<file path="src/rtl/fifo_read_stream_adapter.sv">
// Adapts an async-FIFO read port (registered empty, 1-cycle read latency) to a valid/ready stream
// through a 2-entry buffer; optional stall counter enabled by FIFO_STREAM_STALL_COUNT_EN.
module fifo_read_stream_adapter #(
   parameter int dataWidth = 8
) (
   input  logic                 readClkIn,
   input  logic                 readRstIn,
   input  logic                 fifoEmptyIn,
   output logic                 readEnableOut,
   input  logic [dataWidth-1:0] readDataIn,
   output logic [dataWidth-1:0] outDataOut,
   output logic                 outValidOut,
   input  logic                 outReadyIn,
   output logic [1:0]           wordCountOut
`ifdef FIFO_STREAM_STALL_COUNT_EN
   ,
   output logic [15:0]          stallCountOut
`endif
);

   logic [dataWidth-1:0] mem_q [2];
   logic                 head_q;
   logic                 tail_q;
   logic [1:0]           occ_q;
   logic [1:0]           occ_d;
   logic                 valid_q;
   logic                 in_flight_q;
   logic                 pop;
   logic                 push;
   logic [1:0]           credit;

   // A word read last cycle lands in the buffer now, so it already holds a slot in the credit.
   assign pop    = valid_q & outReadyIn;
   assign push   = in_flight_q;
   assign credit = occ_q + {1'b0, in_flight_q};

   assign readEnableOut = ~readRstIn & ~fifoEmptyIn &
                          ((credit < 2'd2) | ((credit == 2'd2) & pop));

   // NOTE: give every combinational output a default before the case so no latch is inferred.
   always_comb begin
      occ_d = occ_q;
      case ({push, pop})
         2'b10:   occ_d = occ_q + 2'd1;
         2'b01:   occ_d = occ_q - 2'd1;
         default: occ_d = occ_q;
      endcase
   end

   // NOTE: sequential state uses non-blocking assignments only; the two data entries are reset
   // so the stream data reads as zero out of reset (cheap at this depth).
   always_ff @(posedge readClkIn) begin
      if (readRstIn) begin
         mem_q[0]    <= '0;
         mem_q[1]    <= '0;
         head_q      <= 1'b0;
         tail_q      <= 1'b0;
         occ_q       <= 2'd0;
         valid_q     <= 1'b0;
         in_flight_q <= 1'b0;
      end else begin
         in_flight_q <= readEnableOut;
         occ_q       <= occ_d;
         valid_q     <= (occ_d != 2'd0);
         if (push) begin
            mem_q[tail_q] <= readDataIn;
            tail_q        <= ~tail_q;
         end
         if (pop) begin
            head_q <= ~head_q;
         end
      end
   end

   assign outDataOut   = mem_q[head_q];
   assign outValidOut  = valid_q;
   assign wordCountOut = occ_q;

`ifdef FIFO_STREAM_STALL_COUNT_EN
   logic [15:0] stall_q;

   // Counts cycles the consumer holds off a valid word; sticks at all-ones.
   always_ff @(posedge readClkIn) begin
      if (readRstIn) begin
         stall_q <= 16'd0;
      end else if (valid_q & ~outReadyIn & (stall_q != 16'hFFFF)) begin
         stall_q <= stall_q + 16'd1;
      end
   end

   assign stallCountOut = stall_q;
`endif

endmodule

</file>
<file path="config.mk">
export PLATFORM = sky130hd
export DESIGN_NAME = fifo_read_stream_adapter
export DESIGN_NICKNAME = d
export VERILOG_FILES = /design/src/rtl/fifo_read_stream_adapter.sv
export SDC_FILE = /design/constraint.sdc
export NUM_CORES = 1
export LEC_CHECK = 0
export CAP_MARGIN = 25
export CORE_UTILIZATION = 43
export CTS_BUF_LIST = sky130_fd_sc_hd__clkbuf_4 sky130_fd_sc_hd__clkbuf_8 sky130_fd_sc_hd__clkbuf_16
export DETAILED_ROUTE_END_ITERATION = 12
export PLACE_DENSITY = 0.74
export SYNTH_ARGS = -nofsm -noshare
export SYNTH_HDL_FRONTEND = slang
export SYNTH_SLANG_ARGS = --single-unit
</file>
<file path="constraint.sdc">
create_clock -name readClkIn -period 1.3 [get_ports readClkIn]
set_input_delay 0.325 -clock readClkIn [delete_from_list [all_inputs] [get_ports readClkIn]]
set_output_delay 0.325 -clock readClkIn [all_outputs]
set_load 0.005 [all_outputs]
</file>
==> results.json, run 1 <==
{
  "cp_top_family": "flip-flops",
  "synthesis.nets": 91,
  "muxShareOfSynthArea_pct": 8.878,
  "min_period_over_period_pct": 125.7,
  "num_rows": 17,
  "synthCells": 77,
  "gp_congestion": 0.7018,
  "slew_violations": 0,
  "fmax_mhz": 611.8,
  "setup_tns_ns": -4.088,
  "start_util_pct": 45.87,
  "synth-compound-area-share_pct": 2.959,
  "synth_xor_area_share_pct": 5.179,
  "critPathSlowestCell": "dfxtp_2",
  "dr.pass1.iters": 4,
  "critPathMaxFanout": 2,
  "die_w_um": 50.58,
  "postSynthAreaPerCell_um2": 13.18,
  "cp.arrival_ns": 1.31,
  "multi_input_area_um2": 488.0,
  "yosysTopAreaCell": "edfxtp_1",
  "die_h_um": 50.58,
  "synth_top_family_by_area": "simple AND/OR/NAND/NOR gates",
  "timing.final.ws_setup_ns": -0.3344,
  "yosysSeqAreaShare_pct": 61.16,
  "top_level_ports": 24,
  "core_area_um2": 2212,
  "setup_viol": 34,
  "via_per_inst": 4.770,
  "hold_depth": 2,
  "max_stage_delay_ns": 0.36,
  "min_period_ns": 1.634,
  "synthDistinctLibCells": 21,
  "grt_usage_pct": 17.04,
  "critPathRequiredTime_ns": 0.98,
  "hold_path.class": "flip-flop to flip-flop",
  "routed-via-count": 706,
  "final_nets": 135,
  "dp_hpwl_um": 1361,
  "cts_buffers": 3,
  "path_buf_inv": 1,
  "path_cells": "ha_4 -> xor2_2 -> o21ai_2 -> nor3b_2 -> buf_2",
  "synth_area_leaders": "edfxtp_1, dfxtp_1, and2_1",
  "yosys.area_share.simple_pct": 17.76,
  "max-clock-path-buffers": 2,
  "drive_gt1_share_pct": 50.83,
  "drt-total-wl_um": 1962,
  "grt_pass1_vias": 715,
  "die_area_um2": 2558,
  "power.leakage_nw": 0.6540,
  "synth-seq-cells": 23,
  "holdBufCountCts": 0,
  "mostFrequentLayoutCell": "buf_6",
  "grt_setup_unrepaired": "true",
  "htreeDepth": 1,
  "wire_per_inst_um": 13.26,
  "maxSlewHeadroom_pct": 85.11,
  "status": "finished, violations left",
  "diodes": 0,
  "synth.top_cell.area_share_pct": 47.35,
  "worst_slew_pin_slew_ns": 0.2231,
  "dpl_cell_area_um2": 1399,
  "fill_cells": 161,
  "peakVddDrop_v": 0.0008313,
  "regToRegEndpoint": "wordCountOut[1]",
  "synthAdderAreaFrac_pct": 2.466,
  "layout_common_cells": "buf_6, and2_1, edfxtp_1",
  "path_clk_slew_ns": 0.12,
  "reg2reg_from": "in_flight_q",
  "drt_iter0_drc": 4,
  "mappedNetlistArea_um2": 1015,
  "clock_latency_ns": 0.29,
  "hold_viol_final": 0,
  "ant_nets": 0,
  "root_buffer": "clkbuf_4",
  "criticalPathCategory": "flip-flop to output port",
  "cp-start-kind": "flip-flop",
  "area_growth_pct": 58.82,
  "grt_start_max_net_pins": 13,
  "design_area_um2": 1612,
  "yosys_warnings": 0,
  "ff2ff_setup_slack_ns": -0.18,
  "clock-sinks": 23,
  "cts_tree": "yes",
  "maxCapViolations": 0,
  "drc": 0,
  "port_buffers": 23,
  "end_kind": "output port",
  "antenna_found_initial": 0,
  "fin_skew_ns": 0.003694,
  "min_from": "head_q",
  "failed_checks": "setup timing",
  "grt_first_pass_wirelength_um": 3132,
  "regArea_um2": 629.4,
  "power-per-cell-area_nw_per_um2": 1218,
  "rr_worst_depth": 6,
  "grt-ovfl-total": 0
}
[worst min-delay path: stages, from the launching register on]
cell and delay [ns]:
dfxtp_1 0.36, xor2_1 0.08, nor2_1 0.07
[worst max path at each step]
stage,end,slack [ns],cells past startpoint,from
2_1_floorplan,readEnableOut,-0.04,3,wordCountOut[0]
3_3_place_gp,readEnableOut,-0.69,5,outReadyIn
3_5_place_dp,readEnableOut,-0.74,5,outReadyIn
4_1_cts,readEnableOut,-0.34,5,in_flight_q
5_1_grt,readEnableOut,-0.41,5,wordCountOut[0]
6_report,readEnableOut,-0.33,5,wordCountOut[0]
[report_power, final]
group	internal (W)	switching, W	total (W)
Clock	0.000140	0.000199	0.000339
Combinational	0.000444	0.000257	0.000701
Sequential	0.000871	0.0000513	0.000922
[registers in the layout (all words and copies together) (netlist names), named ones only]
register,flops
wordCountOut,2
tail_q,1
mem_q,16
head_q,1
outValidOut,1
in_flight_q,1
[cells by family (layout without fill, tap and decap cells)]
kind of cell / count (synthesis) / count (layout)
XOR/XNOR: 6 / 6
buffers and inverters: 4 / 47
flip-flops: 23 / 23
AO/OA/AOI/OAI: 5 / 5
AND/OR/NAND/NOR: 29 / 29
adder cells (fa/ha/maj): 2 / 2
multiplexers: 8 / 8
[layer usage]
layer | GRT usage (%) | up-vias | wire [µm]
met2 | 32.22 | 18 | 1073
met3 | 3.636 | 6 | 80
met4 | 8.333 | 0 | 53
li1 | - | 351 | -
met5 | 0 | - | 0
met1 | 17.41 | 331 | 755
[repair_timing]
item,CTS,global route
endpoints found under the hold margin,0,0
endpoints found under the setup margin,47,44
pin swaps,11,3
gates resized for setup,88,7
setup buffers,7,1
[stage by stage]
stage	utilization (%)	instances	total power [W]	setup slack (ns)	hold WS, ns
after global placement	63.24	139	0.001423	-0.6860	0.4864
after global routing	72.85	148	0.002056	-0.4058	0.5556
after detailed placement	63.24	139	0.001440	-0.7404	0.4985
after floorplan	-	77	0.001151	-0.03590	0.4008
after CTS	71.49	148	0.001928	-0.3449	0.5267
final	72.85	148	0.001963	-0.3344	0.5391
[final cells by class]
cell class | instances | area share [%]
clock buffer | 4 | 1.863
inverter | 2 | 0.8540
multi-input combinational | 50 | 30.28
sequential | 23 | 39.05
tap | 28 | 2.174
timing repair buffer | 41 | 25.78
[synthesized netlist by cell type, drive strengths merged]
master and instances:
and2 16, edfxtp 16, mux2 8, dfxtp 7
nor2 5, nor3b 4, xnor2 3, xor2 3
ha 2, inv 2, o21ai 2, a211oi 1
a21oi 1, buf 1, clkbuf 1, nand2 1
nor3 1, o21bai 1, or2 1, or3 1
No activity file was read; power rests on OpenSTA's default activity.
==> inputs of run 2 (changes only) <==
--- a/config.mk
+++ b/config.mk
@@ -6,6 +6,7 @@
 export NUM_CORES = 1
 export LEC_CHECK = 0
 export CAP_MARGIN = 25
+export CORE_MARGIN = 5
 export CORE_UTILIZATION = 43
 export CTS_BUF_LIST = sky130_fd_sc_hd__clkbuf_4 sky130_fd_sc_hd__clkbuf_8 sky130_fd_sc_hd__clkbuf_16
 export DETAILED_ROUTE_END_ITERATION = 12
==> results.json, run 2 (synthesized netlist as in run 1, its figures left out) <==
{
  "status": "finished, violations left",
  "failed_checks": "setup timing",
  "power-per-cell-area_nw_per_um2": 1191,
  "holdWs_ns": 0.5244,
  "hold_viol_final": 0,
  "maxSlewHeadroom_pct": 88.26,
  "detail_route.wirelength.met1_um": 800,
  "via_per_inst": 4.748,
  "wl_met3_um": 99,
  "die_h_um": 58.58,
  "timing.final.ws_setup_ns": -0.3549,
  "layout_common_cells": "and2_1, edfxtp_1, buf_6",
  "min_period_over_period_pct": 127.3,
  "dr.max_layer_used": "met4",
  "final_nets": 142,
  "criticalPathCategory": "flip-flop to output port",
  "grt_start_max_net_pins": 14,
  "max-clock-path-buffers": 2,
  "stdcell_count": 155,
  "cp-start-kind": "flip-flop",
  "cts_buffers": 3,
  "ff2ff_setup_slack_ns": -0.13,
  "path_clk_slew_ns": 0.11,
  "place_ws_ns": -0.7333,
  "reg2reg_from": "outValidOut",
  "cts_tree": "yes",
  "design_area_um2": 1684,
  "grt_first_pass_wirelength_um": 3560,
  "core_area_um2": 2233,
  "top_level_ports": 24,
  "dp.cells": 142,
  "root_buffer": "clkbuf_4",
  "worst_slew_pin_slew_ns": 0.1751,
  "clock_latency_ns": 0.30,
  "end_kind": "output port",
  "fmax_mhz": 604.3,
  "area_growth_pct": 65.97,
  "power.switching_w": 0.0005237,
  "power.leakage_nw": 0.7037,
  "fin_skew_ns": 0.001423,
  "routed-via-count": 736,
  "grt_usage_pct": 14.02,
  "hold_path.class": "flip-flop to flip-flop",
  "rr_worst_depth": 7,
  "drc": 0,
  "diodes": 0,
  "wire_per_inst_um": 13.92,
  "min_from": "head_q",
  "start_util_pct": 45.43,
  "htreeDepth": 1,
  "gp_congestion": 0.6913,
  "clock-sinks": 23,
  "antenna_found_initial": 0,
  "grt_setup_unrepaired": "true",
  "slew_violations": 0,
  "regToRegEndpoint": "wordCountOut[1]",
  "die_area_um2": 3431,
  "dp_hpwl_um": 1493,
  "die_w_um": 58.58,
  "min_period_ns": 1.655,
  "largest_register": "mem_q",
  "holdBufCountCts": 0,
  "dr.pass1.iters": 4,
  "internal-power_w": 0.001482,
  "drive_gt1_share_pct": 55.12,
  "critPathMaxFanout": 2,
  "drt_iter0_drc": 21,
  "critPathRequiredTime_ns": 0.98,
  "dpl_cell_area_um2": 1421,
  "maxCapViolations": 0,
  "drt-total-wl_um": 2158,
  "port_buffers": 23,
  "peakVddDrop_v": 0.0008069,
  "grt-ovfl-total": 0,
  "num_rows": 17,
  "finish.utilization_pct": 75.41,
  "ant_nets": 0,
  "largest_reg_flops": 16,
  "combPwrFrac_pct": 37.7,
  "hold_depth": 2,
  "cp.arrival_ns": 1.33,
  "grt_pass1_vias": 828,
  "setup_viol": 10,
  "swShare_pct": 26.11,
  "wl_met2_um": 1240,
  "p_seq_share_pct": 46.6,
  "clock_power_share_pct": 15.7
}
run 2: how the worst max path moves through the flow:
stage | slack (ns) | to | cells past startpoint | start
after floorplan | -0.04 | readEnableOut | 3 | wordCountOut[0]
after global placement | -0.69 | readEnableOut | 5 | outReadyIn
after detailed placement | -0.73 | readEnableOut | 5 | outReadyIn
after CTS | -0.36 | readEnableOut | 5 | in_flight_q
after global routing | -0.42 | readEnableOut | 5 | wordCountOut[0]
final | -0.35 | readEnableOut | 5 | in_flight_q
run 2: repair_timing:
item                       in CTS  in global routing
hold endpoints to repair        0                  0
buffers inserted                8                  4
setup endpoints to repair      47                 40
pin swaps                      10                  8
gates resized for setup        87                 12
run 2: layout make-up:
type,instances,area [µm²]
Fill cell,140,549.3
Clock buffer,3,22.52
Multi-Input combinational cell,50,499.2
Sequential cell,23,630.6
Timing Repair Buffer,48,479.2
Inverter,2,12.51
Tap cell,28,35.03
Clock inverter,1,5.005
run 2: through the flow:
stage	TNS (ns)	total power, W
after floorplan	-0.03590	0.001151
after global placement	-17.08	0.001431
after CTS	-2.883	0.001980
after global routing	-3.677	0.002121
after detailed placement	-17.78	0.001447
final	-2.801	0.002006
run 2: layer usage:
layer	vias to the layer above	GRT usage, %
met1	345	14.15
met2	17	28.07
li1	372	-
met4	0	4.854
met3	2	2.632
met5	-	0
run 2: critical path: stages (launching register included):
cell and delay (ns):
dfxtp_2 0.38, ha_4 0.14, xor2_1 0.17, o21ai_2 0.07
nor3b_2 0.15, buf_2 0.12
run 2: power groups by stage:
stage	combinational, W	clock, W	sequential, W
after floorplan	0.000229	0	0.000921
after global placement	0.000518	0	0.000913
after detailed placement	0.000532	0	0.000916
after CTS	0.000735	0.000329	0.000916
after global routing	0.000817	0.000358	0.000946
final	0.000757	0.000314	0.000935
